--- src/rtl/synapse_accumulator_if.sv ---
// Spike/config handshake, weight-BRAM port and neuron outputs of the synapse accumulator.
// master = host plus BRAM side, slave = the accumulator.
interface synapse_accumulator_if #(
  parameter int BRAM_WIDTH = 32,
  parameter int BRAM_DEPTH = 64,
  parameter int WEIGHT_W   = 8,
  parameter int POT_W      = 16
);
  localparam int N  = BRAM_WIDTH / WEIGHT_W;
  localparam int AW = $clog2(BRAM_DEPTH);

  logic                  spike_valid;
  logic [AW-1:0]         spike_src;
  logic                  spike_ready;
  logic                  tick;
  logic                  cfg_we;
  logic [AW-1:0]         cfg_addr;
  logic [BRAM_WIDTH-1:0] cfg_din;
  logic                  cfg_ready;
  logic [AW-1:0]         mem_addr;
  logic [BRAM_WIDTH-1:0] mem_din;
  logic                  mem_we;
  logic [BRAM_WIDTH-1:0] mem_dout;
  logic                  fire_valid;
  logic [N-1:0]          fire_vec;
  logic [N*POT_W-1:0]    pot_out;
  logic                  busy;

  modport master (
    output spike_valid, spike_src, tick, cfg_we, cfg_addr, cfg_din, mem_dout,
    input  spike_ready, cfg_ready, mem_addr, mem_din, mem_we,
           fire_valid, fire_vec, pot_out, busy
  );

  modport slave (
    input  spike_valid, spike_src, tick, cfg_we, cfg_addr, cfg_din, mem_dout,
    output spike_ready, cfg_ready, mem_addr, mem_din, mem_we,
           fire_valid, fire_vec, pot_out, busy
  );
endinterface

--- src/rtl/synapse_accumulator.sv ---
// Spike-driven synapse accumulator: reads a packed weight word per spike, adds each weight
// into its local neuron's saturating membrane potential, and fires/clears neurons on tick.
module synapse_accumulator #(
  parameter int BRAM_WIDTH = 32,
  parameter int BRAM_DEPTH = 64,
  parameter int WEIGHT_W   = 8,
  parameter int POT_W      = 16,
  parameter int THRESHOLD  = 100
) (
  input  logic                  clk,
  input  logic                  rst_n,
  synapse_accumulator_if.slave  bus
);
  localparam int N = BRAM_WIDTH / WEIGHT_W;
  localparam logic signed [POT_W-1:0] THR = POT_W'(THRESHOLD);

  typedef enum logic [1:0] {IDLE, ACC, TICK} state_t;

  state_t                  state, state_nxt;
  logic                    tick_pend, tick_pend_nxt;
  logic signed [POT_W-1:0] pot [N];
  logic [N-1:0]            fire_vec_q;
  logic                    fire_valid_q;

  // Sum at POT_W+1 bits; a sign mismatch between the top two bits means overflow.
  function automatic logic signed [POT_W-1:0] sat_add(
    input logic signed [POT_W-1:0]    p,
    input logic signed [WEIGHT_W-1:0] w
  );
    logic [POT_W:0] sum;
    sum = {p[POT_W-1], p} + {{(POT_W+1-WEIGHT_W){w[WEIGHT_W-1]}}, w};
    if (sum[POT_W] != sum[POT_W-1])
      sat_add = sum[POT_W] ? {1'b1, {(POT_W-1){1'b0}}} : {1'b0, {(POT_W-1){1'b1}}};
    else
      sat_add = sum[POT_W-1:0];
  endfunction

  // NOTE: every output and next-state variable gets a default before the case so no
  // path leaves one unassigned, which would infer a latch.
  always_comb begin
    state_nxt        = state;
    tick_pend_nxt    = tick_pend;
    bus.spike_ready  = 1'b0;
    bus.cfg_ready    = 1'b0;
    bus.mem_we       = 1'b0;
    bus.mem_addr     = '0;
    bus.mem_din      = '0;
    if (rst_n) begin
      unique case (state)
        IDLE: begin
          bus.cfg_ready   = 1'b1;
          bus.spike_ready = !bus.cfg_we && !tick_pend && !bus.tick;
          tick_pend_nxt   = tick_pend || bus.tick;
          if (bus.cfg_we) begin
            bus.mem_we   = 1'b1;
            bus.mem_addr = bus.cfg_addr;
            bus.mem_din  = bus.cfg_din;
          end else if (bus.tick || tick_pend) begin
            state_nxt = TICK;
          end else if (bus.spike_valid) begin
            bus.mem_addr = bus.spike_src;
            state_nxt    = ACC;
          end
        end
        ACC: begin
          tick_pend_nxt = tick_pend || bus.tick;
          state_nxt     = IDLE;
        end
        TICK: begin
          // The pending tick is serviced here; only a tick arriving now stays pending.
          tick_pend_nxt = bus.tick;
          state_nxt     = IDLE;
        end
        default: state_nxt = IDLE;
      endcase
    end
  end

  // NOTE: sequential state uses non-blocking assignments so every register samples
  // pre-edge values regardless of statement order.
  always_ff @(posedge clk or negedge rst_n) begin
    if (!rst_n) begin
      state        <= IDLE;
      tick_pend    <= 1'b0;
      fire_valid_q <= 1'b0;
      fire_vec_q   <= '0;
      // NOTE: the potentials are a few flops, not a RAM, so they are reset explicitly.
      for (int i = 0; i < N; i++) pot[i] <= '0;
    end else begin
      state        <= state_nxt;
      tick_pend    <= tick_pend_nxt;
      fire_valid_q <= (state == TICK);
      if (state == ACC) begin
        for (int i = 0; i < N; i++)
          pot[i] <= sat_add(pot[i], bus.mem_dout[i*WEIGHT_W +: WEIGHT_W]);
      end
      if (state == TICK) begin
        for (int i = 0; i < N; i++) begin
          fire_vec_q[i] <= (pot[i] >= THR);
          if (pot[i] >= THR) pot[i] <= '0;
        end
      end
    end
  end

  for (genvar g = 0; g < N; g++) begin : g_pot_out
    assign bus.pot_out[g*POT_W +: POT_W] = pot[g];
  end

  assign bus.fire_valid = fire_valid_q;
  assign bus.fire_vec   = fire_vec_q;
  assign bus.busy       = (state != IDLE) || tick_pend;
endmodule

--- src/flat_wrapper.sv ---
// flat-port wrapper written by rule: the top's interface ports become plain ports
module synapse_accumulator_flat 
#(
  parameter int BRAM_WIDTH = 32,
  parameter int BRAM_DEPTH = 64,
  parameter int WEIGHT_W   = 8,
  parameter int POT_W      = 16,
  parameter int THRESHOLD  = 100
)
  (clk, rst_n, bus_spike_valid, bus_spike_src, bus_tick, bus_cfg_we, bus_cfg_addr, bus_cfg_din, bus_mem_dout, bus_spike_ready, bus_cfg_ready, bus_mem_addr, bus_mem_din, bus_mem_we, bus_fire_valid, bus_fire_vec, bus_pot_out, bus_busy);
  synapse_accumulator_if #(.BRAM_WIDTH(BRAM_WIDTH), .BRAM_DEPTH(BRAM_DEPTH), .WEIGHT_W(WEIGHT_W), .POT_W(POT_W)) bus_i ();
  input  logic clk;
  input  logic rst_n;
  input wire logic [$bits(bus_i.spike_valid)-1:0] bus_spike_valid;
  input wire logic [$bits(bus_i.spike_src)-1:0] bus_spike_src;
  input wire logic [$bits(bus_i.tick)-1:0] bus_tick;
  input wire logic [$bits(bus_i.cfg_we)-1:0] bus_cfg_we;
  input wire logic [$bits(bus_i.cfg_addr)-1:0] bus_cfg_addr;
  input wire logic [$bits(bus_i.cfg_din)-1:0] bus_cfg_din;
  input wire logic [$bits(bus_i.mem_dout)-1:0] bus_mem_dout;
  output wire logic [$bits(bus_i.spike_ready)-1:0] bus_spike_ready;
  output wire logic [$bits(bus_i.cfg_ready)-1:0] bus_cfg_ready;
  output wire logic [$bits(bus_i.mem_addr)-1:0] bus_mem_addr;
  output wire logic [$bits(bus_i.mem_din)-1:0] bus_mem_din;
  output wire logic [$bits(bus_i.mem_we)-1:0] bus_mem_we;
  output wire logic [$bits(bus_i.fire_valid)-1:0] bus_fire_valid;
  output wire logic [$bits(bus_i.fire_vec)-1:0] bus_fire_vec;
  output wire logic [$bits(bus_i.pot_out)-1:0] bus_pot_out;
  output wire logic [$bits(bus_i.busy)-1:0] bus_busy;
  assign bus_i.spike_valid = bus_spike_valid;
  assign bus_i.spike_src = bus_spike_src;
  assign bus_i.tick = bus_tick;
  assign bus_i.cfg_we = bus_cfg_we;
  assign bus_i.cfg_addr = bus_cfg_addr;
  assign bus_i.cfg_din = bus_cfg_din;
  assign bus_i.mem_dout = bus_mem_dout;
  assign bus_spike_ready = bus_i.spike_ready;
  assign bus_cfg_ready = bus_i.cfg_ready;
  assign bus_mem_addr = bus_i.mem_addr;
  assign bus_mem_din = bus_i.mem_din;
  assign bus_mem_we = bus_i.mem_we;
  assign bus_fire_valid = bus_i.fire_valid;
  assign bus_fire_vec = bus_i.fire_vec;
  assign bus_pot_out = bus_i.pot_out;
  assign bus_busy = bus_i.busy;
  synapse_accumulator #(.BRAM_WIDTH(BRAM_WIDTH), .BRAM_DEPTH(BRAM_DEPTH), .WEIGHT_W(WEIGHT_W), .POT_W(POT_W), .THRESHOLD(THRESHOLD)) u_core (.clk(clk), .rst_n(rst_n), .bus(bus_i));
endmodule
--- config.mk ---
export PLATFORM = sky130hd
export DESIGN_NAME = synapse_accumulator_flat
export DESIGN_NICKNAME = d
export VERILOG_FILES = /design/src/rtl/synapse_accumulator_if.sv /design/src/rtl/synapse_accumulator.sv /design/src/flat_wrapper.sv
export SDC_FILE = /design/constraint.sdc
export NUM_CORES = 1
export LEC_CHECK = 0
export CAP_MARGIN = 20
export CORE_AREA = 2 2 131 133
export DETAILED_ROUTE_END_ITERATION = 7
export DIE_AREA = 0 0 133 135
export DONT_BUFFER_PORTS = 1
export PLACE_DENSITY = 0.52
export SLEW_MARGIN = 15
export SYNTH_ARGS = -nofsm -noshare
export SYNTH_HDL_FRONTEND = slang
export SYNTH_SLANG_ARGS = --single-unit
--- constraint.sdc ---
create_clock -name clk -period 10.3 [get_ports clk]
set_clock_uncertainty 0.15 [all_clocks]
set_input_delay 2.06 -clock clk [delete_from_list [all_inputs] [get_ports clk]]
set_output_delay 2.06 -clock clk [all_outputs]
set_load 0.02 [all_outputs]
==> results.sh <==
export IMPL_status="completed"
export IMPL_synth_top_area_share=0.277
export IMPL_clkTransAtPathRegs_ns=0.06
export IMPL_clk_path_buf_depth=2
export IMPL_cts_buffers=9
export IMPL_h_tree_depth=3
export IMPL_cts_root_buf="clkbuf_16"
export IMPL_placed_area_um2=6710
export IMPL_rsz0062_at_grt="false"
export IMPL_critical_path_class="in -> out"
export IMPL_cts_hold_buf=0
export IMPL_min_path_cells=2
export IMPL_min_from="u_core.tick_pend$_DFFE_PN0P_"
export IMPL_vias=5985
export IMPL_gr_total_overflow=0
export IMPL_synth_common_cells="90 x nor2_1, 72 x dfrtp_1, 70 x ha_1"
export IMPL_fin_util=0.427
export IMPL_synth_top_area_cell="dfrtp_1"
export IMPL_layout_drive_gt1_share=0.0749
export IMPL_tightestPinTransition_ns=1.13
export IMPL_final_hold_viol_count=0
export IMPL_cp_top_family="simple AND/OR/NAND/NOR gates"
export IMPL_finalWirelength_um=19300
export IMPL_grt_total_usage=0.207
export IMPL_syn_nets=936
export IMPL_min_period_over_period=0.544
export IMPL_vdd_drop_max_mv=0.130
export IMPL_gp_congestion=0.913
export IMPL_grt_pass1_wl_um=30200
export IMPL_yosys_warnings=0
export IMPL_reg2regPathDepth=13
export IMPL_ys_ff_latch=72
export IMPL_coreArea_um2=16400
export IMPL_synth_edf_count=0
export IMPL_fin_nets=924
export IMPL_ys_seq_area_frac=0.277
export IMPL_yosysUniqueCellTypes=71
export IMPL_post_cts_buffers=0
export IMPL_grt_antenna_before_repair=0
export IMPL_io_buffers=0
export IMPL_drv_cap=0
export IMPL_critPathLaunchType="input pin"
export IMPL_grt_max_degree=80
export IMPL_initial_core_util=0.397
export IMPL_crit_path_top_delay_cell="and3_1"
export IMPL_rows=47
export IMPL_synth_ff_type="dfrtp_1"
export IMPL_critical_path_required_ns=8.09
export IMPL_yosysMostFrequentCell="nor2_1"
export IMPL_path_buf_inv=0
export IMPL_final_antenna_net_count=0
export IMPL_crit_chain="and3_1 -> a22o_1"
export IMPL_numClockSinks=72
export IMPL_clk_latency_ns=0.34
export IMPL_fin_setup_tns_ns=0
export IMPL_num_io_pins=192
export IMPL_worstPathMaxFanout=79
export IMPL_synth_area_top_cells="dfrtp_1 28%, ha_1 13%, nor2_1 5.2%"
export IMPL_r2r_start="u_core.bus.pot_out[32]$_DFF_PN0_"
export IMPL_hp_class="reg -> reg"
export IMPL_finalSetupViolCount=0
export IMPL_firstDrtPassIters=8
export IMPL_max_stage_delay_ns=0.88
export IMPL_fp_dieW_um=133
export IMPL_grt_pass1_vias=5677
export IMPL_drc=0
export IMPL_vias_per_cell=6.02
export IMPL_slew_violations=0
export IMPL_fmax_mhz=179
export IMPL_p_leak_nw=3.13
export IMPL_synth_cell_area_um2=6510
export IMPL_post_route_min_period_ns=5.60
export IMPL_end_kind="output port"
export IMPL_cts_resized=0
export IMPL_power_per_cell_area_nw_per_um2=325
export IMPL_synth_area_per_cell_um2=8.33
export IMPL_hold_path_end="u_core.tick_pend$_DFFE_PN0P_"
export IMPL_diodes=0
export IMPL_final_cell_area_um2=7010
export IMPL_dp_hpwl_um=14300
export IMPL_dr_first_iter_drc_count=323
export IMPL_crit_arrival_ns=3.39
export IMPL_slew_headroom=0.241
export IMPL_cts_tree="done"
export IMPL_startpoint="rst_n"
export IMPL_areaGrowthSynthToFinish_pct=7.75
export IMPL_wire_per_inst_um=19.4
export IMPL_reg2reg_slack_ns=6.19
export IMPL_dieArea_um2=18000
export IMPL_r2r_end="u_core.bus.pot_out[34]$_DFF_PN0_"
export IMPL_syn_instance_count=781
export IMPL_die_y_um=135
export IMPL_ys_async_sr_fraction=1.00
## how the worst max path moves through the flow
stage / end / slack, ns / cells past startpoint
4_1_cts: bus_mem_addr[2] / 4.76 / 2
3_3_place_gp: u_core.bus.pot_out[58]$_DFF_PN0_ / 4.82 / 13
2_1_floorplan: bus_mem_addr[0] / 4.87 / 5
3_5_place_dp: u_core.bus.pot_out[62]$_DFF_PN0_ / 4.71 / 13
5_1_grt: bus_mem_addr[2] / 4.62 / 2
6_report: bus_mem_addr[2] / 4.70 / 2
## worst register-to-register path, stage by stage (launching register included)
cell	delay [ns]
dfrtp_1	0.49
ha_1	0.22
inv_1	0.06
fa_1	0.38
nor2b_1	0.20
o21ai_2	0.08
a21oi_1	0.25
o211ai_1	0.18
a21oi_2	0.22
a21oi_1	0.14
ha_1	0.58
inv_1	0.21
o21ai_1	0.57
o221a_2	0.32
## per-layer routing
metal  up-vias  track usage  part of all wire
met2       184        0.324              0.46
li1       2873            -                 -
met5         -            0                 0
met4         0       0.0669             0.020
met1      2899        0.290              0.47
met3        29       0.0402             0.056
## flip-flops by register name, indices dropped and copies added (netlist names)
signal                 count
u_core.state               2
u_core.tick_pend           1
u_core.bus.pot_out        64
u_core.bus.fire_valid      1
u_core.bus.fire_vec        4
## metrics by stage
| step | total power, W | setup slack [ns] | hold WS [ns] | std cells |
|---|---|---|---|---|
| floorplan | 0.00164 | 4.87 | 0.345 | 781 |
| CTS | 0.00228 | 4.76 | 0.433 | 993 |
| global route | 0.00247 | 4.62 | 0.491 | 994 |
| global placement | 0.00193 | 4.82 | 0.397 | 977 |
| detailed placement | 0.00195 | 4.71 | 0.423 | 977 |
| finish | 0.00228 | 4.70 | 0.427 | 994 |
## where the power goes
| part | leakage [nW] | internal (W) | switching [W] |
|---|---|---|---|
| sequential | 0.954 | 0.000385 | 0.000293 |
| clock | 0.152 | 0.000193 | 0.000126 |
| combinational | 2.03 | 0.000507 | 0.000774 |
| total | 3.13 | 0.00109 | 0.00119 |
## layout make-up
| cell class | instances | area, um2 |
|---|---|---|
| repair buffers | 3 | 22.5 |
| clock buffers | 10 | 239 |
| fillers | 1626 | 9400 |
| well taps | 220 | 275 |
| clock inverters | 6 | 58.8 |
| multi-input cells | 648 | 4480 |
| flip-flops and latches | 72 | 1800 |
| inverters | 35 | 131 |
## kinds of logic after synthesis
kind of cell               synth area share
AOI/OAI and AO/OA                     0.276
xor gates and xnor gates             0.0550
adders and majority gates             0.152
buffers and inverters                0.0363
DFF                                   0.277
muxes                               0.00154
and+or+nand+nor                       0.203
## layout by cell type (no fill, tap or decap), types with 5 or more instances in the layout
master,instances
o21a_1,6
o21bai_1,5
clkbuf_16,9
o221a_2,7
inv_1,35
nor4_1,9
dfrtp_1,72
xnor2_1,21
nor2b_1,12
nor2_1,89
o22ai_1,6
o211ai_1,7
a211oi_1,16
o21ai_0,55
and2_1,37
a21oi_1,62
and3_1,5
nand3_1,15
o21ai_1,10
nand2b_1,7
a311oi_1,8
a21o_1,15
ha_1,70
a31oi_1,9
xor2_1,18
nor3_1,26
a22o_1,6
nand2_1,44
or3_1,6
Power figures use the tool's default switching activity.
